--- src/rtl/signed_arb_pkg.sv ---
`default_nettype none
// ============================================================================
// Module      : signed_arb_pkg
// Description : Shared state encoding and default widths for signed_add_arbiter.
// Revision    : 1.0 - initial release
// ============================================================================
package signed_arb_pkg;

    localparam int W_DEF     = 4;
    localparam int N_REQ_DEF = 4;

    typedef enum logic [1:0] {
        IDLE = 2'd0,
        EXEC = 2'd1,
        RESP = 2'd2
    } state_t;

endpackage
`default_nettype wire

--- src/rtl/signed_adder.sv ---
`default_nettype none
// ============================================================================
// Module      : signed_adder
// Description : Combinational two's-complement adder, W-bit operands, W+1-bit sum.
// Revision    : 1.0 - initial release
// ============================================================================
module signed_adder #(
    parameter int W = 4
) (
    input  logic [W-1:0] a,
    input  logic [W-1:0] b,
    output logic [W:0]   sum
);

    // Sign-extend by one bit so the sum can never overflow.
    assign sum = {a[W-1], a} + {b[W-1], b};

endmodule
`default_nettype wire

--- src/rtl/signed_add_arbiter.sv ---
`default_nettype none
// ============================================================================
// Module      : signed_add_arbiter
// Description : Round-robin arbiter sharing one signed_adder among N_REQ requesters.
// Revision    : 1.0 - initial release
// ============================================================================
module signed_add_arbiter
    import signed_arb_pkg::*;
#(
    parameter int N_REQ = N_REQ_DEF,
    parameter int W     = W_DEF,
    parameter int IDW   = $clog2(N_REQ)
) (
    input  logic               clk,
    input  logic               rst_n,
    input  logic [N_REQ-1:0]   req,
    input  logic [N_REQ*W-1:0] a_in,
    input  logic [N_REQ*W-1:0] b_in,
    output logic [N_REQ-1:0]   gnt,
    output logic               res_valid,
    input  logic               res_ready,
    output logic [W:0]         res_sum,
    output logic [IDW-1:0]     res_id,
    output logic               busy
);

    localparam logic [N_REQ-1:0] c_gnt_lsb = N_REQ'(1);
    localparam logic [IDW-1:0]   c_last_id = IDW'(N_REQ - 1);

    state_t           r_state;
    logic [IDW-1:0]   r_ptr;
    logic [IDW-1:0]   r_id_q;
    logic [W-1:0]     r_op_a;
    logic [W-1:0]     r_op_b;
    logic [N_REQ-1:0] r_gnt;
    logic             r_res_valid;
    logic [W:0]       r_res_sum;
    logic [IDW-1:0]   r_res_id;

    logic [IDW-1:0]   w_winner;
    logic [IDW-1:0]   w_ptr_next;
    logic [W:0]       w_sum;

    // First asserted request scanning upward from p, wrapping at N_REQ.
    function automatic logic [IDW-1:0] rr_pick(
        input logic [N_REQ-1:0] r,
        input logic [IDW-1:0]   p
    );
        logic [IDW-1:0] pick;
        logic           found;
        int             idx;
        pick  = p;
        found = 1'b0;
        for (int k = 0; k < N_REQ; k++) begin
            idx = (int'(p) + k) % N_REQ;
            if (!found && r[idx]) begin
                pick  = idx[IDW-1:0];
                found = 1'b1;
            end
        end
        return pick;
    endfunction

    assign w_winner   = rr_pick(req, r_ptr);
    assign w_ptr_next = (r_id_q == c_last_id) ? '0 : r_id_q + 1'b1;

    signed_adder #(
        .W (W)
    ) u_adder (
        .a   (r_op_a),
        .b   (r_op_b),
        .sum (w_sum)
    );

    always_ff @(posedge clk or negedge rst_n) begin
        if (!rst_n) begin
            r_state     <= IDLE;
            r_ptr       <= '0;
            r_id_q      <= '0;
            r_op_a      <= '0;
            r_op_b      <= '0;
            r_gnt       <= '0;
            r_res_valid <= 1'b0;
            r_res_sum   <= '0;
            r_res_id    <= '0;
        end else begin
            case (r_state)
                IDLE: begin
                    if (|req) begin
                        r_op_a  <= a_in[w_winner*W +: W];
                        r_op_b  <= b_in[w_winner*W +: W];
                        r_gnt   <= c_gnt_lsb << w_winner;
                        r_id_q  <= w_winner;
                        r_state <= EXEC;
                    end
                end
                EXEC: begin
                    r_gnt       <= '0;
                    r_res_sum   <= w_sum;
                    r_res_valid <= 1'b1;
                    r_res_id    <= r_id_q;
                    r_state     <= RESP;
                end
                RESP: begin
                    // No bypass: a new grant always waits for the next IDLE cycle.
                    if (res_ready) begin
                        r_res_valid <= 1'b0;
                        r_ptr       <= w_ptr_next;
                        r_state     <= IDLE;
                    end
                end
                default: begin
                    r_state <= IDLE;
                end
            endcase
        end
    end

    assign gnt       = r_gnt;
    assign res_valid = r_res_valid;
    assign res_sum   = r_res_sum;
    assign res_id    = r_res_id;
    assign busy      = (r_state != IDLE);

endmodule
`default_nettype wire
--- config.mk ---
export PLATFORM = sky130hd
export DESIGN_NAME = signed_add_arbiter
export DESIGN_NICKNAME = d
export VERILOG_FILES = /design/src/rtl/signed_arb_pkg.sv /design/src/rtl/signed_adder.sv /design/src/rtl/signed_add_arbiter.sv
export SDC_FILE = /design/constraint.sdc
export NUM_CORES = 1
export LEC_CHECK = 0
export BUFFER_PORTS_ARGS = -buffer_cell sky130_fd_sc_hd__buf_2
export CAP_MARGIN = 30
export CORE_MARGIN = 3
export CORE_UTILIZATION = 46
export DETAILED_ROUTE_END_ITERATION = 12
export PLACE_DENSITY = 0.85
export SLEW_MARGIN = 20
export SYNTH_ARGS = -nofsm -noshare
export SYNTH_HDL_FRONTEND = slang
export SYNTH_HIERARCHICAL = 1
export SYNTH_SLANG_ARGS = --single-unit
--- constraint.sdc ---
create_clock -name clk -period 5.28 [get_ports clk]
set_input_delay 0.264 -clock clk [delete_from_list [all_inputs] [get_ports clk]]
set_output_delay 0.264 -clock clk [all_outputs]
set_load 0.02 [all_outputs]
==> results of run 1 <==
## routing by layer
metal	wire length (µm)	track usage
met1	1640	0.243
met2	1350	0.265
met3	209	0.0121
met4	53	0.0712
met5	0	0
## flip-flops by register name, indices dropped and copies added (netlist names)
| signal | count |
|---|---|
| r_op_b | 4 |
| r_op_a | 4 |
| res_id | 2 |
| r_state | 2 |
| r_id_q | 2 |
| r_ptr | 2 |
| res_sum | 5 |
| res_valid | 1 |
| gnt | 4 |
## report_power, final
group | internal [mW] | total [mW] | switching, mW
clock | 0.0421 | 0.0982 | 0.0561
combinational | 0.264 | 0.599 | 0.335
sequential | 0.293 | 0.363 | 0.0702
total | 0.599 | 1.06 | 0.461
## worst max path at each step
stage	endpoint	slack [ns]
after floorplan	r_op_a[1]	3.33
after global placement	r_op_b[2]	3.17
after detailed placement	r_op_b[2]	3.13
after CTS	r_op_b[2]	3.11
after global routing	r_op_a[1]	2.96
final	r_op_b[2]	3.10
## worst register-to-register path, stage by stage (launching register included)
cell,delay [ns]
dfrtp_1,0.48
nor2b_4,0.17
a2111o_1,0.59
nand2_8,0.19
mux2_4,0.31
a221o_1,0.32
## cell usage after synthesis (2+ instances only)
| cell | count | area share |
|---|---|---|
| o21ai_0 | 10 | 0.032 |
| a21o_1 | 3 | 0.014 |
| a21oi_1 | 10 | 0.032 |
| a221o_1 | 8 | 0.051 |
| clkbuf_1 | 3 | 0.0071 |
| nor2b_1 | 5 | 0.020 |
| xnor2_1 | 2 | 0.011 |
| nand2_1 | 25 | 0.060 |
| or2_1 | 2 | 0.0079 |
| mux2_4 | 8 | 0.076 |
| dfrtp_1 | 26 | 0.41 |
| inv_1 | 5 | 0.012 |
| mux2_2 | 2 | 0.014 |
| nor2_1 | 4 | 0.0095 |
| o21a_1 | 2 | 0.0095 |
| ha_1 | 5 | 0.040 |
| nand3_1 | 14 | 0.044 |
| nand2b_1 | 2 | 0.0079 |
| o31ai_1 | 3 | 0.014 |
## final cells by class
type / count / area share
clock buffer: 4 / 0.0191
inverter: 6 / 0.0118
multi-input combinational: 120 / 0.459
sequential: 26 / 0.342
tap: 44 / 0.0289
timing repair buffer: 52 / 0.139
## kinds of logic (layout without fill, tap and decap cells)
group                      after synthesis  count (layout)  synth area share
AOI/OAI and AO/OA                       43              43             0.205
and+or+nand+nor                         59              59             0.196
DFF                                     26              26             0.413
muxes                                   10              10            0.0906
adders and majority gates                6               6            0.0524
xor gates and xnor gates                 2               2            0.0111
buffers and inverters                   11              62            0.0318
## through the flow
stage	instances	hold slack [ns]	power (mW)	setup WS, ns	utilization
global placement	247	0.283	0.948	3.17	0.589
finish	252	0.131	1.06	3.10	0.604
detailed placement	247	0.284	0.969	3.13	0.589
global route	252	0.134	1.16	2.96	0.604
floorplan	157	-0.0316	0.827	3.33	-
CTS	252	0.130	1.07	3.11	0.604
==> flow_metrics.env, run 1 <==
export IMPL_power_leakage_nw=0.970
export IMPL_slowest_stage="a2111o_1"
export IMPL_arrival_ns=2.39
export IMPL_h_tree_depth=1
export IMPL_fill_cells=291
export IMPL_gp_congestion=0.810
export IMPL_row_count=20
export IMPL_cts_buffers=3
export IMPL_power_density_mw_per_mm2=557
export IMPL_first_pass_iters=5
export IMPL_seq_area_um2=651
export IMPL_syn_avg_cell_area_um2=10.0
export IMPL_synth_warnings=6
export IMPL_rrSetupSlack_ns=3.10
export IMPL_ys_flop_type="dfrtp_1"
export IMPL_nets=254
export IMPL_hp_class="input pin to register"
export IMPL_rr_worst_depth=5
export IMPL_crit_start="r_ptr[1]"
export IMPL_async_reset_ff_frac=1.00
export IMPL_ctsHoldBuffers=1
export IMPL_drt_total_wl_um=3260
export IMPL_core_area_mm2=0.00315
export IMPL_peakVddDrop_uv=258
export IMPL_die_w_um=64.5
export IMPL_cts_sinks=26
export IMPL_via_count=1334
export IMPL_cp_max_fo=10
export IMPL_synth_seq_cells=26
export IMPL_yosysSeqAreaShare=0.413
export IMPL_crit_chain="nor2b_4, a2111o_1, nand2_8, mux2_4, a221o_1"
export IMPL_outcome="finished clean"
export IMPL_syn_to_final_growth_pct=20.9
export IMPL_tightest_slew_ns=0.573
export IMPL_min_to="r_state[1]"
export IMPL_endpoint_kind="register"
export IMPL_critPathKind="register to register"
export IMPL_max_freq_ghz=0.459
export IMPL_hpwlAfterDp_um=2620
export IMPL_grt_first_pass_wirelength_um=5690
export IMPL_start_util=0.500
export IMPL_critical_path_max_stage_delay_ns=0.59
export IMPL_layout_commonest_cell="buf_2"
export IMPL_rsz0062_at_grt="false"
export IMPL_cts_repair_resized=0
export IMPL_die_area_mm2=0.00416
export IMPL_period_share=0.412
export IMPL_synth_nets=202
export IMPL_cp_required_ns=5.49
export IMPL_fin_worst_skew_ns=0.00289
export IMPL_drc=0
export IMPL_wl_per_cell_um=12.9
export IMPL_drv_slew=0
export IMPL_start_kind="register"
export IMPL_r2r_start="r_ptr[1]"
export IMPL_grt_pass1_vias=1285
export IMPL_syn_instance_count=157
export IMPL_track_usage=0.170
export IMPL_postCtsSetupBuffers=0
export IMPL_ys_types=37
export IMPL_antenna_found_initial=0
export IMPL_ant_nets=0
export IMPL_setup_viol=0
export IMPL_clock_root_buffer="clkbuf_4"
export IMPL_tritoncts="yes"
export IMPL_vias_per_cell=5.29
export IMPL_syn_area_mm2=0.00158
export IMPL_drv_cap=0
export IMPL_path_buf_inv=0
export IMPL_grt_max_degree=27
export IMPL_maxSlewHeadroom=0.618
export IMPL_clockBufferDepth=2
export IMPL_hold_path_depth=2
export IMPL_worst_path_stages=5
export IMPL_final_cell_mix="51 x buf_2, 26 x dfrtp_1, 25 x nand2_1, 14 x nand3_1"
export IMPL_clkLatencyLatePin_ns=0.31
export IMPL_hold_violations=0
export IMPL_diodes=0
export IMPL_multi_input_area_um2=875
export IMPL_cp_top_family="compound AO/OA/AOI/OAI gates"
export IMPL_layout_drive_gt1_share=0.346
export IMPL_finalCriticalPeriod_ns=2.18
export IMPL_port_buffers=51
export IMPL_synth_edf_count=0
export IMPL_placed_cell_area_mm2=0.00186
export IMPL_gr_total_overflow=0
export IMPL_setup_tns_ns=0
export IMPL_fin_area_mm2=0.00190
export IMPL_die_y_um=64.5
export IMPL_path_clk_slew_ns=0.13
export IMPL_r2r_end="r_op_b[2]"
export IMPL_min_delay_start="res_ready"
export IMPL_first_iter_violations=47
export IMPL_io_pins=52
(Power assumes the default switching activity.)
==> run 2: changes to the inputs <==
Clock period 5.28 ns to 2.1 ns, I/O delays scaled along.
==> run 2 against run 1 <==
Clock skew fell by 0.0013 ns. Register-to-register slack got worse by 3.0 ns. Critical path depth did not move. Final cell count rose by 2.0%. Core utilization rose by 1.3 points. Non-clock buffer count rose by 5. Global-route usage rose by 0.76 points. Wire length rose by 2.8%. First-iteration DRC count rose by 15%. Sequential share of layout area fell by 0.70 points. Critical endpoint is now r_op_b[3].
==> flow_metrics.env, run 2 (synthesis gave the netlist of run 1 again) <==
export IMPL_grt_max_degree=27
export IMPL_hpwlAfterDp_um=2700
export IMPL_gp_congestion=0.831
export IMPL_fin_worst_skew_ns=0.00156
export IMPL_p_int_mw=1.55
export IMPL_first_iter_violations=54
export IMPL_drc=0
export IMPL_critPathKind="register to register"
export IMPL_power_leakage_nw=0.992
export IMPL_timing_final_ws_setup_ns=0.0985
export IMPL_setup_worst_path_end="r_op_b[3]"
export IMPL_vias_per_cell=5.30
export IMPL_drt_total_wl_um=3350
export IMPL_track_usage=0.177
export IMPL_core_area_mm2=0.00315
export IMPL_grt_first_pass_wirelength_um=5880
export IMPL_nets=259
export IMPL_cp_max_fo=10
export IMPL_crit_chain="and2b_1, a2111o_1, nand2_8, mux2_4, a221o_1"
export IMPL_multi_input_area_um2=875
export IMPL_cp_required_ns=2.32
export IMPL_power_frac_seq=0.330
export IMPL_die_y_um=64.5
export IMPL_die_w_um=64.5
export IMPL_tritoncts="yes"
export IMPL_final_cell_mix="51 x buf_2, 26 x dfrtp_1, 25 x nand2_1, 14 x nand3_1"
export IMPL_ant_nets=0
export IMPL_peakVddDrop_uv=962
export IMPL_place_ws_ns=0.112
export IMPL_wl_per_cell_um=13.0
export IMPL_clock_root_buffer="clkbuf_4"
export IMPL_drv_slew=0
export IMPL_rr_worst_depth=5
export IMPL_clkPwrFrac=0.091
export IMPL_h_tree_depth=1
export IMPL_critical_path_max_stage_delay_ns=0.45
export IMPL_maxSlewHeadroom=0.632
export IMPL_port_buffers=51
export IMPL_r2r_end="r_op_b[3]"
export IMPL_hold_violations=0
export IMPL_power_density_mw_per_mm2=1410
export IMPL_start_kind="register"
export IMPL_swShare=0.433
export IMPL_fill_cells=286
export IMPL_clockBufferDepth=2
export IMPL_p_comb_frac=0.578
export IMPL_layout_commonest_cell="buf_2"
export IMPL_slowest_stage="a2111o_1"
export IMPL_clkLatencyLatePin_ns=0.32
export IMPL_syn_to_final_growth_pct=23.4
export IMPL_endpoint_kind="register"
export IMPL_die_area_mm2=0.00416
export IMPL_path_clk_slew_ns=0.13
export IMPL_setup_tns_ns=0
export IMPL_power_switching_mw=1.18
export IMPL_tightest_slew_ns=0.552
export IMPL_grt_pass1_vias=1322
export IMPL_postCtsSetupBuffers=0
export IMPL_io_pins=52
export IMPL_period_share=0.953
export IMPL_cts_buffers=3
export IMPL_crit_start="r_ptr[0]"
export IMPL_drv_cap=0
export IMPL_layout_drive_gt1_share=0.357
export IMPL_outcome="finished clean"
export IMPL_cts_sinks=26
export IMPL_finalCriticalPeriod_ns=2.00
export IMPL_first_pass_iters=4
export IMPL_max_freq_ghz=0.500
export IMPL_arrival_ns=2.22
export IMPL_row_count=20
export IMPL_rrSetupSlack_ns=0.1
export IMPL_seq_area_um2=651
export IMPL_largest_register_ffs=5
export IMPL_start_util=0.500
export IMPL_p_total_mw=2.74
export IMPL_antenna_found_initial=0
export IMPL_setup_viol=0
export IMPL_diodes=0
export IMPL_via_count=1363
export IMPL_gr_total_overflow=0
export IMPL_r2r_start="r_ptr[0]"
export IMPL_hp_class="input pin to register"
export IMPL_rsz0062_at_grt="false"
## run 2: changes by cell type in the layout (fill, tap and decap cells not counted)
cell,change
buf_4,+4
dlygate4sd3_1,+1
## run 2: final cells by class
cell class / count / share of cell area
clock buffers: 4 / 0.0187
multi-input cells: 120 / 0.450
flip-flops and latches: 26 / 0.335
inverters: 6 / 0.0116
repair buffers: 57 / 0.157
well taps: 44 / 0.0283
## run 2: power groups by stage
stage	Clock, mW	Sequential [mW]	Combinational (mW)
after floorplan	0	1.00	1.08
after global placement	0	0.905	1.53
after detailed placement	0	0.913	1.58
after CTS	0.254	0.899	1.59
after global routing	0.279	0.942	1.77
final	0.250	0.904	1.58
## run 2: repair_timing
action / 4_1_cts / 5_1_grt
hold buffers: 2 / 0
hold endpoints to repair: 27 / 0
endpoints found under the setup margin: 0 / 0
resized for setup: 0 / 0
## run 2: worst min-delay path by stage
stage | from | cells after the start | to
final | b_in[4] | 3 | r_op_b[0]
after global routing | b_in[4] | 3 | r_op_b[0]
after CTS | b_in[4] | 3 | r_op_b[0]
after detailed placement | rst_n | 1 | r_ptr[0]
after global placement | rst_n | 1 | r_ptr[1]
after floorplan | rst_n | 0 | gnt[0]
## run 2: critical path: cells and delay by family (launching register included)
| kind | cells | cell delay, ns |
|---|---|---|
| AND/OR/NAND/NOR | 2 | 0.39 |
| multiplexers | 1 | 0.31 |
| flip-flops | 1 | 0.42 |
| AO/OA/AOI/OAI | 2 | 0.77 |
## run 2: layer usage
layer  vias up  GRT usage  wire [µm]
met1       617      0.248       1660
met3         4     0.0243        205
met2        57      0.271       1440
met5         -          0          0
met4         0     0.0844         38
li1        685          -          -
## run 2: stage by stage
step | instances | hold slack, ns | area (µm²) | util
global route | 257 | 0.114 | 1940 | 0.617
finish | 257 | 0.130 | 1940 | 0.617
floorplan | 157 | -0.191 | 1580 | -
global placement | 251 | 0.122 | 1890 | 0.599
CTS | 257 | 0.119 | 1940 | 0.617
detailed placement | 251 | 0.123 | 1890 | 0.599
